**src/rtl/t05_cb_sequencer_if.sv**
```systemverilog
// Handshake bundle between the codebook sequencer, walker, tree memory, header writer and top controller.
// Optional T05_CB_SEQ_PERF_EN adds the stall_cycles counter output.
interface t05_cb_sequencer_if #(
  parameter int ADDR_W = 7,
  parameter int DATA_W = 71
);
  logic              start;
  logic [ADDR_W-1:0] max_index;
  logic              cb_req;
  logic [ADDR_W-1:0] cb_curr_index;
  logic              mem_re;
  logic [ADDR_W-1:0] mem_addr;
  logic [DATA_W-1:0] mem_rdata;
  logic              mem_rvalid;
  logic [DATA_W-1:0] h_element;
  logic              h_valid;
  logic              char_found;
  logic              hdr_enable;
  logic              write_finish;
  logic              cb_wait;
  logic              cb_finished;
  logic              busy;
  logic              done;
  logic              error;
  logic [8:0]        code_count;
`ifdef T05_CB_SEQ_PERF_EN
  logic [15:0]       stall_cycles;
`endif

  modport master (
    output start, max_index, cb_req, cb_curr_index, mem_rdata, mem_rvalid,
           char_found, write_finish, cb_finished,
    input  mem_re, mem_addr, h_element, h_valid, hdr_enable, cb_wait,
           busy, done, error, code_count
`ifdef T05_CB_SEQ_PERF_EN
           , stall_cycles
`endif
  );

  modport slave (
    input  start, max_index, cb_req, cb_curr_index, mem_rdata, mem_rvalid,
           char_found, write_finish, cb_finished,
    output mem_re, mem_addr, h_element, h_valid, hdr_enable, cb_wait,
           busy, done, error, code_count
`ifdef T05_CB_SEQ_PERF_EN
           , stall_cycles
`endif
  );
endinterface

```
**src/rtl/t05_cb_sequencer.sv**
```systemverilog
// Codebook synthesis sequencer: owns the tree memory port, stalls the walker during header writes.
// Optional T05_CB_SEQ_PERF_EN counts walker stall cycles per run.
module t05_cb_sequencer #(
  parameter int TIMEOUT   = 255,
  parameter int MAX_CODES = 256
) (
  input logic               clk,
  input logic               rst,
  t05_cb_sequencer_if.slave bus
);
  localparam int TW = $clog2(TIMEOUT + 1);

  typedef enum logic [2:0] {IDLE, FETCH, WAIT_MEM, DELIVER, WRITE, FINISH, ERR} state_t;

  state_t        state;
  logic [TW-1:0] tcnt;
  logic [TW-1:0] tcnt_inc;
  logic          tmo;

  // Timeout fires on the cycle the counter would reach TIMEOUT, so it never wraps.
  assign tcnt_inc = tcnt + TW'(1);
  assign tmo      = (tcnt_inc == TW'(TIMEOUT));

  always_ff @(posedge clk or posedge rst) begin
    if (rst) begin
      state           <= IDLE;
      tcnt            <= '0;
      bus.mem_re      <= 1'b0;
      bus.mem_addr    <= '0;
      bus.h_element   <= '0;
      bus.h_valid     <= 1'b0;
      bus.hdr_enable  <= 1'b0;
      bus.cb_wait     <= 1'b0;
      bus.busy        <= 1'b0;
      bus.done        <= 1'b0;
      bus.error       <= 1'b0;
      bus.code_count  <= '0;
`ifdef T05_CB_SEQ_PERF_EN
      bus.stall_cycles <= '0;
`endif
    end else begin
      bus.mem_re  <= 1'b0;
      bus.h_valid <= 1'b0;
      bus.done    <= 1'b0;
`ifdef T05_CB_SEQ_PERF_EN
      if (state == IDLE && bus.start)
        bus.stall_cycles <= '0;
      else if (bus.cb_wait && bus.stall_cycles != 16'hFFFF)
        bus.stall_cycles <= bus.stall_cycles + 16'd1;
`endif
      case (state)
        IDLE: if (bus.start) begin
          bus.code_count <= '0;
          bus.error      <= 1'b0;
          bus.busy       <= 1'b1;
          bus.cb_wait    <= 1'b1;
          bus.mem_re     <= 1'b1;
          bus.mem_addr   <= bus.max_index;
          tcnt           <= '0;
          state          <= FETCH;
        end
        FETCH: state <= WAIT_MEM;
        WAIT_MEM: begin
          if (bus.mem_rvalid) begin
            bus.h_element <= bus.mem_rdata;
            bus.h_valid   <= 1'b1;
            bus.cb_wait   <= 1'b0;
            tcnt          <= '0;
            state         <= DELIVER;
          end else if (tmo) begin
            bus.error <= 1'b1;
            state     <= ERR;
          end else begin
            tcnt <= tcnt_inc;
          end
        end
        DELIVER: begin
          tcnt <= '0;
          if (bus.cb_finished) begin
            bus.done <= 1'b1;
            state    <= FINISH;
          end else if (bus.char_found) begin
            // A character beyond MAX_CODES is a malformed tree; abort the run.
            if (bus.code_count == 9'(MAX_CODES)) begin
              bus.error   <= 1'b1;
              bus.cb_wait <= 1'b1;
              state       <= ERR;
            end else begin
              bus.code_count <= bus.code_count + 9'd1;
              bus.hdr_enable <= 1'b1;
              bus.cb_wait    <= 1'b1;
              state          <= WRITE;
            end
          end else if (bus.cb_req) begin
            bus.mem_re   <= 1'b1;
            bus.mem_addr <= bus.cb_curr_index;
            bus.cb_wait  <= 1'b1;
            state        <= FETCH;
          end
        end
        WRITE: begin
          if (bus.write_finish) begin
            bus.hdr_enable <= 1'b0;
            bus.cb_wait    <= 1'b0;
            tcnt           <= '0;
            state          <= DELIVER;
          end else if (tmo) begin
            bus.hdr_enable <= 1'b0;
            bus.error      <= 1'b1;
            state          <= ERR;
          end else begin
            tcnt <= tcnt_inc;
          end
        end
        FINISH: begin
          bus.busy <= 1'b0;
          state    <= IDLE;
        end
        ERR: begin
          bus.busy    <= 1'b0;
          bus.cb_wait <= 1'b0;
          tcnt        <= '0;
          state       <= IDLE;
        end
        default: state <= IDLE;
      endcase
    end
  end
endmodule
```
**src/flat_wrapper.sv**
```systemverilog
// flat-port wrapper written by rule: the top's interface ports become plain ports
module t05_cb_sequencer_flat 
#(
  parameter int TIMEOUT   = 255,
  parameter int MAX_CODES = 256
)
  (clk, rst, bus_start, bus_max_index, bus_cb_req, bus_cb_curr_index, bus_mem_rdata, bus_mem_rvalid, bus_char_found, bus_write_finish, bus_cb_finished, bus_mem_re, bus_mem_addr, bus_h_element, bus_h_valid, bus_hdr_enable, bus_cb_wait, bus_busy, bus_done, bus_error, bus_code_count);
  t05_cb_sequencer_if bus_i ();
  input logic clk;
  input logic rst;
  input wire logic [$bits(bus_i.start)-1:0] bus_start;
  input wire logic [$bits(bus_i.max_index)-1:0] bus_max_index;
  input wire logic [$bits(bus_i.cb_req)-1:0] bus_cb_req;
  input wire logic [$bits(bus_i.cb_curr_index)-1:0] bus_cb_curr_index;
  input wire logic [$bits(bus_i.mem_rdata)-1:0] bus_mem_rdata;
  input wire logic [$bits(bus_i.mem_rvalid)-1:0] bus_mem_rvalid;
  input wire logic [$bits(bus_i.char_found)-1:0] bus_char_found;
  input wire logic [$bits(bus_i.write_finish)-1:0] bus_write_finish;
  input wire logic [$bits(bus_i.cb_finished)-1:0] bus_cb_finished;
  output wire logic [$bits(bus_i.mem_re)-1:0] bus_mem_re;
  output wire logic [$bits(bus_i.mem_addr)-1:0] bus_mem_addr;
  output wire logic [$bits(bus_i.h_element)-1:0] bus_h_element;
  output wire logic [$bits(bus_i.h_valid)-1:0] bus_h_valid;
  output wire logic [$bits(bus_i.hdr_enable)-1:0] bus_hdr_enable;
  output wire logic [$bits(bus_i.cb_wait)-1:0] bus_cb_wait;
  output wire logic [$bits(bus_i.busy)-1:0] bus_busy;
  output wire logic [$bits(bus_i.done)-1:0] bus_done;
  output wire logic [$bits(bus_i.error)-1:0] bus_error;
  output wire logic [$bits(bus_i.code_count)-1:0] bus_code_count;
  assign bus_i.start = bus_start;
  assign bus_i.max_index = bus_max_index;
  assign bus_i.cb_req = bus_cb_req;
  assign bus_i.cb_curr_index = bus_cb_curr_index;
  assign bus_i.mem_rdata = bus_mem_rdata;
  assign bus_i.mem_rvalid = bus_mem_rvalid;
  assign bus_i.char_found = bus_char_found;
  assign bus_i.write_finish = bus_write_finish;
  assign bus_i.cb_finished = bus_cb_finished;
  assign bus_mem_re = bus_i.mem_re;
  assign bus_mem_addr = bus_i.mem_addr;
  assign bus_h_element = bus_i.h_element;
  assign bus_h_valid = bus_i.h_valid;
  assign bus_hdr_enable = bus_i.hdr_enable;
  assign bus_cb_wait = bus_i.cb_wait;
  assign bus_busy = bus_i.busy;
  assign bus_done = bus_i.done;
  assign bus_error = bus_i.error;
  assign bus_code_count = bus_i.code_count;
  t05_cb_sequencer #(.TIMEOUT(TIMEOUT), .MAX_CODES(MAX_CODES)) u_core (.clk(clk), .rst(rst), .bus(bus_i));
endmodule
```
**config.mk**
```make
export PLATFORM = sky130hd
export DESIGN_NAME = t05_cb_sequencer_flat
export DESIGN_NICKNAME = d
export VERILOG_FILES = /design/src/rtl/t05_cb_sequencer_if.sv /design/src/rtl/t05_cb_sequencer.sv /design/src/flat_wrapper.sv
export SDC_FILE = /design/constraint.sdc
export NUM_CORES = 1
export LEC_CHECK = 0
export ABC_AREA = 0
export CAP_MARGIN = 20
export CELL_PAD_IN_SITES_DETAIL_PLACEMENT = 1
export CELL_PAD_IN_SITES_GLOBAL_PLACEMENT = 2
export CORE_MARGIN = 2
export CORE_UTILIZATION = 27
export CTS_CLUSTER_SIZE = 25
export DETAILED_ROUTE_END_ITERATION = 8
export PLACE_DENSITY_LB_ADDON = 0.1
export SLEW_MARGIN = 10
export SYNTH_ARGS = -nofsm -noshare
export SYNTH_HDL_FRONTEND = slang
export SYNTH_SLANG_ARGS = --single-unit
```
**constraint.sdc**
```tcl
create_clock -name clk -period 4.2 [get_ports clk]
set_clock_uncertainty 0.1 [all_clocks]
set_input_delay 0.84 -clock clk [delete_from_list [all_inputs] [get_ports clk]]
set_output_delay 0.84 -clock clk [all_outputs]
set_load 0.03 [all_outputs]
```
==> results.py, run 1 <==
metrics = {
    "clock_tree": {
        "cts_tree": "yes",
        "cts_made_buffers": 9,
        "clk_pin_slew_ps": 70,
        "clock_path_buffers": 2,
        "cts-root-buf": "clkbuf_16",
        "worstSkewPairLatency_ps": 350,
        "hold_buffers": 0,
        "cts_setup_buffers": 0,
        "ctsHtreeMaxLevel": 3,
        "post_cts_resized": 0,
        "cts_num_sinks": 105,
    },
    "drt": {
        "routed_wl_um": 13500,
        "avgViaCountPerCell": 4.512,
        "drc_errors": 0,
        "routedWlPerCell_um": 17.35,
        "routed-via-count": 3510,
        "drtAntennaViolNets": 0,
        "first_pass_iters": 4,
        "drt_first_iter_violations": 130,
    },
    "timing": {
        "period_needed_ps": 2708,
        "finalHoldViolCount": 0,
        "drv_slew": 0,
        "grt_setup_unrepaired": "false",
        "worst_slack_ps": 1492,
        "tns_ps": 0,
        "maxSlewHeadroom_pct": 44.50,
        "period_share_pct": 64.47,
        "hold_ws_ps": 383.0,
        "tightest_slew_ps": 830.8,
        "fmax_mhz": 369.3,
        "setup_viol": 0,
    },
    "worst_hold_path": {
        "min_path_type": "reg -> reg",
    },
    "global_route": {
        "grt_pass1_wl_um": 21320,
        "grtUsageTotal_pct": 15.42,
        "grt.overflow.total": 0,
        "grt_max_degree": 63,
        "antenna_found_initial": 0,
        "first_global_vias": 3746,
    },
    "place": {
        "numPortBuffers": 186,
        "pre_cts_slack_ps": 1103,
        "place.detailed.hpwl_um": 10310,
        "postPlaceCellArea_sq_mm": 0.006735,
        "place_congestion": 0.7239,
        "place_inst": 761,
    },
    "critical_path": {
        "cp_cell_sequence": "clkdlybuf4s50_1 -> or3b_1 -> a21oi_2 -> nand4_1 -> or4_1 -> nand2_1",
        "crit_required_ps": 4380,
        "path_class": "in -> reg",
        "critPathLaunchType": "input port",
        "arrival_ps": 2890,
        "cp_slowest_stage_delay_ps": 540,
        "path_delay_family": "simple AND/OR/NAND/NOR gates",
        "slowest_stage": "clkdlybuf4s50_1",
        "crit_fanout": 7,
        "crit_buf_inv": 1,
        "critPathCaptureType": "flip-flop",
    },
    "logic_synthesis": {
        "synth.ff_latch_count": 105,
        "ys_top_cells_by_area": "dfrtp_1 (58%), mux2_2 (18%), o21ai_0 (2.3%)",
        "syn-num-nets": 457,
        "yosysTopAreaCell": "dfrtp_1",
        "async_flop_share_pct": 100.0,
        "synth.most_common_cell": "dfrtp_1",
        "synthFlopType": "dfrtp_1",
        "post_synth_num_cell_types": 48,
        "ys_warn_count": 0,
        "ys_top_cells_by_count": "dfrtp_1 (105), mux2_2 (72), nand2_1 (25)",
        "syn_area_per_cell_sq_um": 12.62,
        "synth_edf_count": 0,
        "syn-instance-count": 360,
        "synth_area_sq_mm": 0.004543,
        "yosysTopAreaCellShare_pct": 57.84,
        "ys_seq_area_share_pct": 57.84,
    },
    "layout": {
        "final_cells": 778,
        "syn_to_final_growth_pct": 54.83,
        "fin_area_sq_mm": 0.007034,
        "antennaDiodeCount": 0,
        "finalNetCount": 650,
        "drive_gt1_share_pct": 19.35,
        "n_fill_cell": 1750,
        "utilization_pct": 42.57,
    },
    "job": {
        "drv_cap": 0,
    },
    "floorplanning": {
        "die_h_um": 133.7,
        "core_sq_mm": 0.01652,
        "initial_core_util_pct": 27.49,
        "rows": 47,
        "io_pins": 187,
        "dieArea_sq_mm": 0.01788,
        "die_x_um": 133.7,
    },
    "outcome": {
        "status": "complete, no violations",
    },
    "power_and_ir_drop": {
        "vdd_drop_max_mv": 0.3016,
        "power_leakage_nw": 2.863,
        "finalPower_mw": 5.370,
        "power.density_mw_per_mm2": 763.4,
    },
}
-- final timing paths --
path / from / endpoint / slack [ps] / cells after the start
worst max register to register: u_core.state[2]$_DFFE_PP0P_ / u_core.bus.h_element[19]$_DFFE_PP0P_ / 1760 / 4
worst min register to register: u_core.bus.cb_wait$_DFFE_PP0P_ / u_core.bus.cb_wait$_DFFE_PP0P_ / 380 / 2
min in group asynchronous: rst / u_core.bus.h_element[63]$_DFFE_PP0P_ / 910 / 2
worst min-delay path: u_core.bus.cb_wait$_DFFE_PP0P_ / u_core.bus.cb_wait$_DFFE_PP0P_ / 380 / 2
max in group asynchronous: rst / u_core.bus.done$_DFF_PP0_ / 2370 / 3
worst max-delay path: bus_start / u_core.bus.code_count[7]$_DFFE_PP0P_ / 1490 / 6
-- layer usage --
metal | vias to the layer above | part of all wire [%] | global-route usage [%]
met5 | - | 0 | 0
met4 | 0 | 1.3 | 4.137
met3 | 13 | 5.2 | 4.110
met2 | 112 | 49 | 25.84
met1 | 1715 | 45 | 19.71
li1 | 1670 | - | -
-- state kept, by name, indices dropped and copies added, names as in the netlist --
signal	flops
u_core.tcnt	8
u_core.bus.hdr_enable	1
u_core.bus.mem_addr	7
u_core.bus.done	1
u_core.bus.h_valid	1
u_core.bus.cb_wait	1
u_core.bus.error	1
u_core.bus.mem_re	1
u_core.state	3
u_core.bus.h_element	71
u_core.bus.busy	1
u_core.bus.code_count	9
-- cell usage in the layout (no fill, tap or decap), types with 4 or more instances in the layout --
cell and count:
nand4_1 4, clkbuf_16 9, mux2i_1 8, dfrtp_1 105
o21ai_0 21, a21oi_1 6, nand2b_1 6, inv_1 6
nor2b_1 4, buf_4 8, nor3_1 5, mux2_2 72
nand3_1 6, ha_1 4, nor2_1 19, xor2_1 5
and3_1 4, clkdlybuf4s50_1 186, nand2_1 25
-- area by class of cell --
| class | instances | area (sq um) | area share, % |
|---|---|---|---|
| sequential | 105 | 2628 | 37.35 |
| timing repair buffer | 197 | 1982 | 28.18 |
| multi-input combinational | 233 | 1829 | 26.00 |
| tap | 220 | 275.3 | 3.913 |
| clock buffer | 11 | 252.7 | 3.593 |
| clock inverter | 5 | 38.79 | 0.5514 |
| inverter | 7 | 28.78 | 0.4091 |
-- kinds of logic (layout without fill, tap and decap cells) --
group                    count (synthesis)  in the layout  synth area share (%)
flip-flops                             105            105                 57.84
AND/OR/NAND/NOR                         91             91                 10.63
multiplexers                            80             80                 19.61
AO/OA/AOI/OAI                           52             52                 7.657
buffers and inverters                   22            220                 2.011
XOR/XNOR                                 6              6                 1.157
adder cells (fa/ha/maj)                  4              4                 1.102
-- report_power, final --
part	total [mW]	internal, mW	switching (mW)
Clock	0.816	0.438	0.378
Combinational	2.83	1.31	1.52
Sequential	1.73	1.45	0.278
-- worst reg2reg max path: cells and delay by family (launching register included) --
kind	cells	cell delay [ps]
mux	1	390
simple gates	2	990
flops	1	550
buf+inv	1	290
(Power assumes the default switching activity.)
==> run 2: changes to the inputs <==
clock period = 2.67 ns   (was 4.2 ns; I/O delays follow)
==> run 2 against run 1 <==
Count of clock-buffer cells in the layout is 1 lower. First-iteration DRC count shrank 21%. Die area stayed put. Worst setup slack got worse by 1100 ps. Wire length fell by 0.51%. Sequential share of layout area decreased by 0.066 points. Final cell count grew 0.26%. Critical endpoint is now u_core.bus.error$_DFFE_PP0P_. Highest routed layer is now met5.
==> results.py, run 2 (synthesized netlist as in run 1, its figures left out) <==
metrics = {
    "clock_tree": {
        "cts_setup_buffers": 0,
        "cts-root-buf": "clkbuf_16",
        "hold_buffers": 0,
        "cts_num_sinks": 105,
        "ctsHtreeMaxLevel": 3,
        "cts_made_buffers": 9,
        "worstSkewPairLatency_ps": 350,
        "clock_path_buffers": 2,
        "post_cts_resized": 0,
        "clk_pin_slew_ps": 80,
        "cts_tree": "yes",
    },
    "power_and_ir_drop": {
        "finalPower_mw": 8.439,
        "swShare_pct": 40.67,
        "power_switching_mw": 3.432,
        "power.density_mw_per_mm2": 1198,
        "power_leakage_nw": 2.869,
        "vdd_drop_max_mv": 0.5061,
        "pwr-share-clk_pct": 15.3,
        "comb_power_share_pct": 53.0,
        "pwr-share-seq_pct": 31.7,
        "p_int_mw": 5.007,
    },
    "timing": {
        "drv_slew": 0,
        "finalHoldViolCount": 0,
        "grt_setup_unrepaired": "false",
        "tightest_slew_ps": 604.4,
        "tns_ps": 0,
        "period_share_pct": 84.80,
        "fmax_mhz": 441.7,
        "period_needed_ps": 2264,
        "setup_viol": 0,
        "maxSlewHeadroom_pct": 59.28,
    },
    "critical_path": {
        "cp_cell_sequence": "ha_1 -> inv_1 -> nor4b_2 -> a311oi_2 -> or4_1 -> a21oi_1",
        "slowest_stage": "or4_1",
        "critPathCaptureType": "flip-flop",
        "path_class": "reg -> reg",
        "path_delay_family": "simple AND/OR/NAND/NOR gates",
        "cp_slowest_stage_delay_ps": 550,
        "crit_fanout": 7,
        "arrival_ps": 2430,
        "critPathLaunchType": "flip-flop",
        "crit_required_ps": 2840,
        "crit_buf_inv": 1,
    },
    "floorplanning": {
        "initial_core_util_pct": 27.49,
        "io_pins": 187,
        "core_sq_mm": 0.01652,
        "dieArea_sq_mm": 0.01788,
        "die_h_um": 133.7,
        "die_x_um": 133.7,
        "rows": 47,
    },
    "job": {
        "drv_cap": 0,
    },
    "global_route": {
        "first_global_vias": 3789,
        "grt.overflow.total": 0,
        "use_met1_pct": 20.12,
        "use_met2_pct": 24.81,
        "top_usage_layer": "met2",
        "grt_max_degree": 73,
        "met3_usage_pct": 4.072,
        "antenna_found_initial": 1,
        "grt_pass1_wl_um": 21550,
        "grtUsageTotal_pct": 15.46,
    },
    "layout": {
        "largest-register": "u_core.bus.h_element",
        "layout_common_cells": "clkdlybuf4s50_1 (186), dfrtp_1 (105), mux2_2 (72)",
        "n_fill_cell": 1755,
        "drive_gt1_share_pct": 19.64,
        "top_regs": "u_core.bus.h_element (71), u_core.bus.code_count (9), u_core.tcnt (8)",
        "finalNetCount": 652,
        "largest_reg_flops": 71,
        "syn_to_final_growth_pct": 55.11,
        "layout_commonest_cell": "clkdlybuf4s50_1",
        "antennaDiodeCount": 0,
    },
    "drt": {
        "routedWlPerCell_um": 17.22,
        "drc_errors": 0,
        "drtAntennaViolNets": 0,
        "avgViaCountPerCell": 4.576,
        "first_pass_iters": 4,
        "drt_first_iter_violations": 103,
        "routed_wl_um": 13430,
        "routed-via-count": 3569,
    },
    "place": {
        "numPortBuffers": 186,
        "place.detailed.hpwl_um": 10210,
        "place_congestion": 0.7893,
    },
    "outcome": {
        "status": "complete, no violations",
    },
    "worst_hold_path": {
        "min_path_type": "reg -> reg",
    },
}
## run 2: cell types whose count changed in the layout (fill, tap and decap cells not counted)
cell      previous run  this run
buf_4                8         9
clkbuf_4             0         1
clkbuf_8             2         1
clkinv_4             2         3
inv_4                1         0
inv_6                1         2
## run 2: cell type report
class / count / area (sq um) / share of cell area [%]
flip-flops and latches: 105 / 2628 / 37.29
repair buffers: 199 / 1997 / 28.34
multi-input cells: 233 / 1829 / 25.96
well taps: 220 / 275.3 / 3.906
clock buffers: 10 / 239.0 / 3.391
clock inverters: 6 / 48.80 / 0.6925
inverters: 7 / 30.03 / 0.4261
## run 2: power by group through the flow
stage	logic (mW)	clock network, mW	registers, mW
6_report	4.47	1.29	2.68
4_1_cts	4.54	1.35	2.69
5_1_grt	4.74	1.42	2.78
2_1_floorplan	1.32	0	3.95
3_5_place_dp	4.53	0	2.73
3_3_place_gp	4.47	0	2.69
## run 2: final timing paths
check	to	startpoint	slack, ps	depth (start not counted)
setup / recovery	u_core.bus.error$_DFFE_PP0P_	u_core.tcnt[1]$_DFFE_PP0P_	410	6
hold / removal	u_core.bus.mem_addr[4]$_DFFE_PP0P_	u_core.bus.mem_addr[4]$_DFFE_PP0P_	380	2
setup reg to reg	u_core.bus.error$_DFFE_PP0P_	u_core.tcnt[1]$_DFFE_PP0P_	410	6
hold reg to reg	u_core.bus.mem_addr[4]$_DFFE_PP0P_	u_core.bus.mem_addr[4]$_DFFE_PP0P_	380	2
max in group asynchronous	u_core.bus.code_count[5]$_DFFE_PP0P_	rst	1410	3
min in group asynchronous	u_core.bus.h_element[32]$_DFFE_PP0P_	rst	460	2
## run 2: per-layer routing
layer / vias up / routed length (um) / share of wire (%)
met5: - / 13 / 0.097
met4: 2 / 201 / 1.5
met3: 14 / 742 / 5.5
met2: 120 / 6427 / 48
met1: 1752 / 6044 / 45
li1: 1681 / - / -
## run 2: per-stage QoR
stage	utilization [%]	cell area, sq um	setup slack [ps]	hold WS, ps	std cells
after global placement	40.86	6751	183.0	363.7	763
after floorplan	-	4547	701.2	392.1	360
final	42.64	7047	405.8	381.0	780
after detailed placement	40.86	6751	80.33	370.1	763
after global routing	42.64	7047	280.5	408.8	780
after CTS	42.60	7039	336.2	387.9	779
## run 2: worst reg2reg max path, stage by stage, from the launching register on
cell and delay (ps):
dfrtp_1 480, ha_1 320, inv_1 130, nor4b_2 310, a311oi_2 120, or4_1 550
a21oi_1 170
==> run 3: changes to the inputs <==
CORE_UTILIZATION = 24   (was 27)
clock period = 2 ns   (was 2.67 ns; I/O delays follow)
==> run 3 against run 2 <==
Final cell count is 7.1% higher. Critical path depth down 5. Sequential power increased by 31%. Global-route usage fell by 1.1 points. Count of clock-buffer cells in the layout did not move. Clock power is 35% higher. Total power grew 38%. Combinational power grew 44%. Sequential cell count stayed put. Critical path type is now reg -> out. Highest routed layer unchanged.
==> results.py, run 3 (synthesized netlist as in run 1, its figures left out) <==
metrics = {
    "outcome": {
        "status": "complete, no violations",
    },
    "layout": {
        "top_regs": "u_core.bus.h_element (71), u_core.bus.code_count (9), u_core.tcnt (8)",
        "antennaDiodeCount": 0,
        "largest-register": "u_core.bus.h_element",
        "utilization_pct": 40.58,
        "layout_common_cells": "clkdlybuf4s50_1 (179), dfrtp_1 (103), mux2_2 (72)",
        "n_fill_cell": 1988,
        "layout_commonest_cell": "clkdlybuf4s50_1",
        "drive_gt1_share_pct": 27.95,
        "finalNetCount": 693,
        "final_cells": 835,
        "syn_to_final_growth_pct": 66.51,
        "largest_reg_flops": 71,
    },
    "timing": {
        "fmax_mhz": 517.4,
        "drv_slew": 0,
        "tns_ps": 0,
        "setup_viol": 0,
        "period_needed_ps": 1933,
        "grt_setup_unrepaired": "false",
        "hold_ws_ps": 335.1,
        "period_share_pct": 96.63,
        "maxSlewHeadroom_pct": 66.41,
        "finalHoldViolCount": 0,
        "tightest_slew_ps": 496.9,
    },
    "place": {
        "place_congestion": 0.7487,
        "numPortBuffers": 186,
        "place_inst": 816,
        "place.detailed.hpwl_um": 11080,
    },
    "clock_tree": {
        "hold_buffers": 0,
        "worstSkewPairLatency_ps": 350,
        "clock_path_buffers": 2,
        "ctsHtreeMaxLevel": 3,
        "cts_num_sinks": 105,
        "cts-root-buf": "clkbuf_16",
        "clk_pin_slew_ps": 80,
        "cts_tree": "yes",
        "cts_made_buffers": 9,
    },
    "power_and_ir_drop": {
        "finalPower_mw": 11.68,
        "power_leakage_nw": 3.189,
        "vdd_drop_max_mv": 0.4403,
        "power.density_mw_per_mm2": 1544,
    },
    "global_route": {
        "top_usage_layer": "met2",
        "use_met1_pct": 19.22,
        "antenna_found_initial": 1,
        "first_global_vias": 3964,
        "grt.overflow.total": 0,
        "grt_max_degree": 40,
        "met3_usage_pct": 2.936,
        "grtUsageTotal_pct": 14.31,
        "use_met2_pct": 23.25,
        "grt_pass1_wl_um": 22240,
    },
    "worst_hold_path": {
        "min_path_type": "in -> async",
    },
    "drt": {
        "routed_wl_um": 14210,
        "drt_first_iter_violations": 71,
        "first_pass_iters": 4,
        "drc_errors": 0,
        "drtAntennaViolNets": 0,
        "routedWlPerCell_um": 17.01,
        "routed-via-count": 3721,
        "avgViaCountPerCell": 4.456,
    },
    "floorplanning": {
        "die_x_um": 141.6,
        "initial_core_util_pct": 24.37,
        "die_h_um": 141.6,
        "rows": 50,
        "dieArea_sq_mm": 0.02005,
        "core_sq_mm": 0.01864,
        "io_pins": 187,
    },
    "critical_path": {
        "reg2reg_slack_ps": 90,
        "path_delay_family": "buffers and inverters",
        "path_class": "reg -> out",
        "cp.depth": 1,
        "critPathLaunchType": "flip-flop",
        "crit_fanout": 2,
        "timing.rr.start": "u_core.tcnt[0]$_DFFE_PP0P_",
        "reg2reg_to": "u_core.bus.error$_DFFE_PP0P_",
        "cp_slowest_stage_delay_ps": 730,
        "cp_cell_sequence": "clkdlybuf4s50_1",
        "arrival_ps": 1430,
        "crit_buf_inv": 1,
        "r2r_cells": 7,
        "critPathCaptureType": "output port",
        "slowest_stage": "clkdlybuf4s50_1",
        "crit_required_ps": 1500,
    },
    "job": {
        "drv_cap": 0,
    },
}
[run 3: per-layer routing]
metal	share of wire, %	vias up
met3	4.9	14
met1	46	1835
met4	1.2	2
met5	0.092	-
met2	47	106
li1	-	1764
[run 3: how the worst max path moves through the flow]
stage / start / end / slack (ps)
2_1_floorplan: u_core.tcnt[1]$_DFFE_PP0P_ / u_core.bus.error$_DFFE_PP0P_ / 50
3_3_place_gp: bus_start / u_core.bus.code_count[7]$_DFFE_PP0P_ / -230
3_5_place_dp: bus_start / u_core.bus.code_count[7]$_DFFE_PP0P_ / -260
4_1_cts: u_core.tcnt[5]$_DFFE_PP0P_ / u_core.tcnt[7]$_DFFE_PP0P_ / -8
5_1_grt: u_core.bus.code_count[0]$_DFFE_PP0P_ / u_core.bus.code_count[3]$_DFFE_PP0P_ / 6
6_report: u_core.bus.h_element[46]$_DFFE_PP0P_ / bus_h_element[46] / 70
[run 3: area by class of cell]
cell class	instances	area, sq um	area share (%)
clock buffer	10	229.0	3.027
multi-input combinational	233	1972	26.07
inverter	7	30.03	0.3970
sequential	105	2630	34.77
clock inverter	6	57.56	0.7608
timing repair buffer	240	2354	31.11
tap	234	292.8	3.870
[run 3: what timing repair did]
action,CTS,global route
pin swaps,0,7
gates resized for setup,15,19
setup buffers,0,3
setup endpoints to repair,14,14
[run 3: through the flow]
| stage | setup slack (ps) | area [sq um] |
|---|---|---|
| 2_1_floorplan | 54.41 | 4547 |
| 3_3_place_gp | -232.6 | 7112 |
| 3_5_place_dp | -261.7 | 7112 |
| 4_1_cts | -8.496 | 7452 |
| 5_1_grt | 6.483 | 7565 |
| 6_report | 67.37 | 7565 |
[run 3: power breakdown]
group          internal (mW)  switching, mW  total [mW]
sequential              3.05          0.468        3.51
combinational           3.03           3.40        6.42
clock                  0.880          0.862        1.74
total                   6.95           4.73        11.7
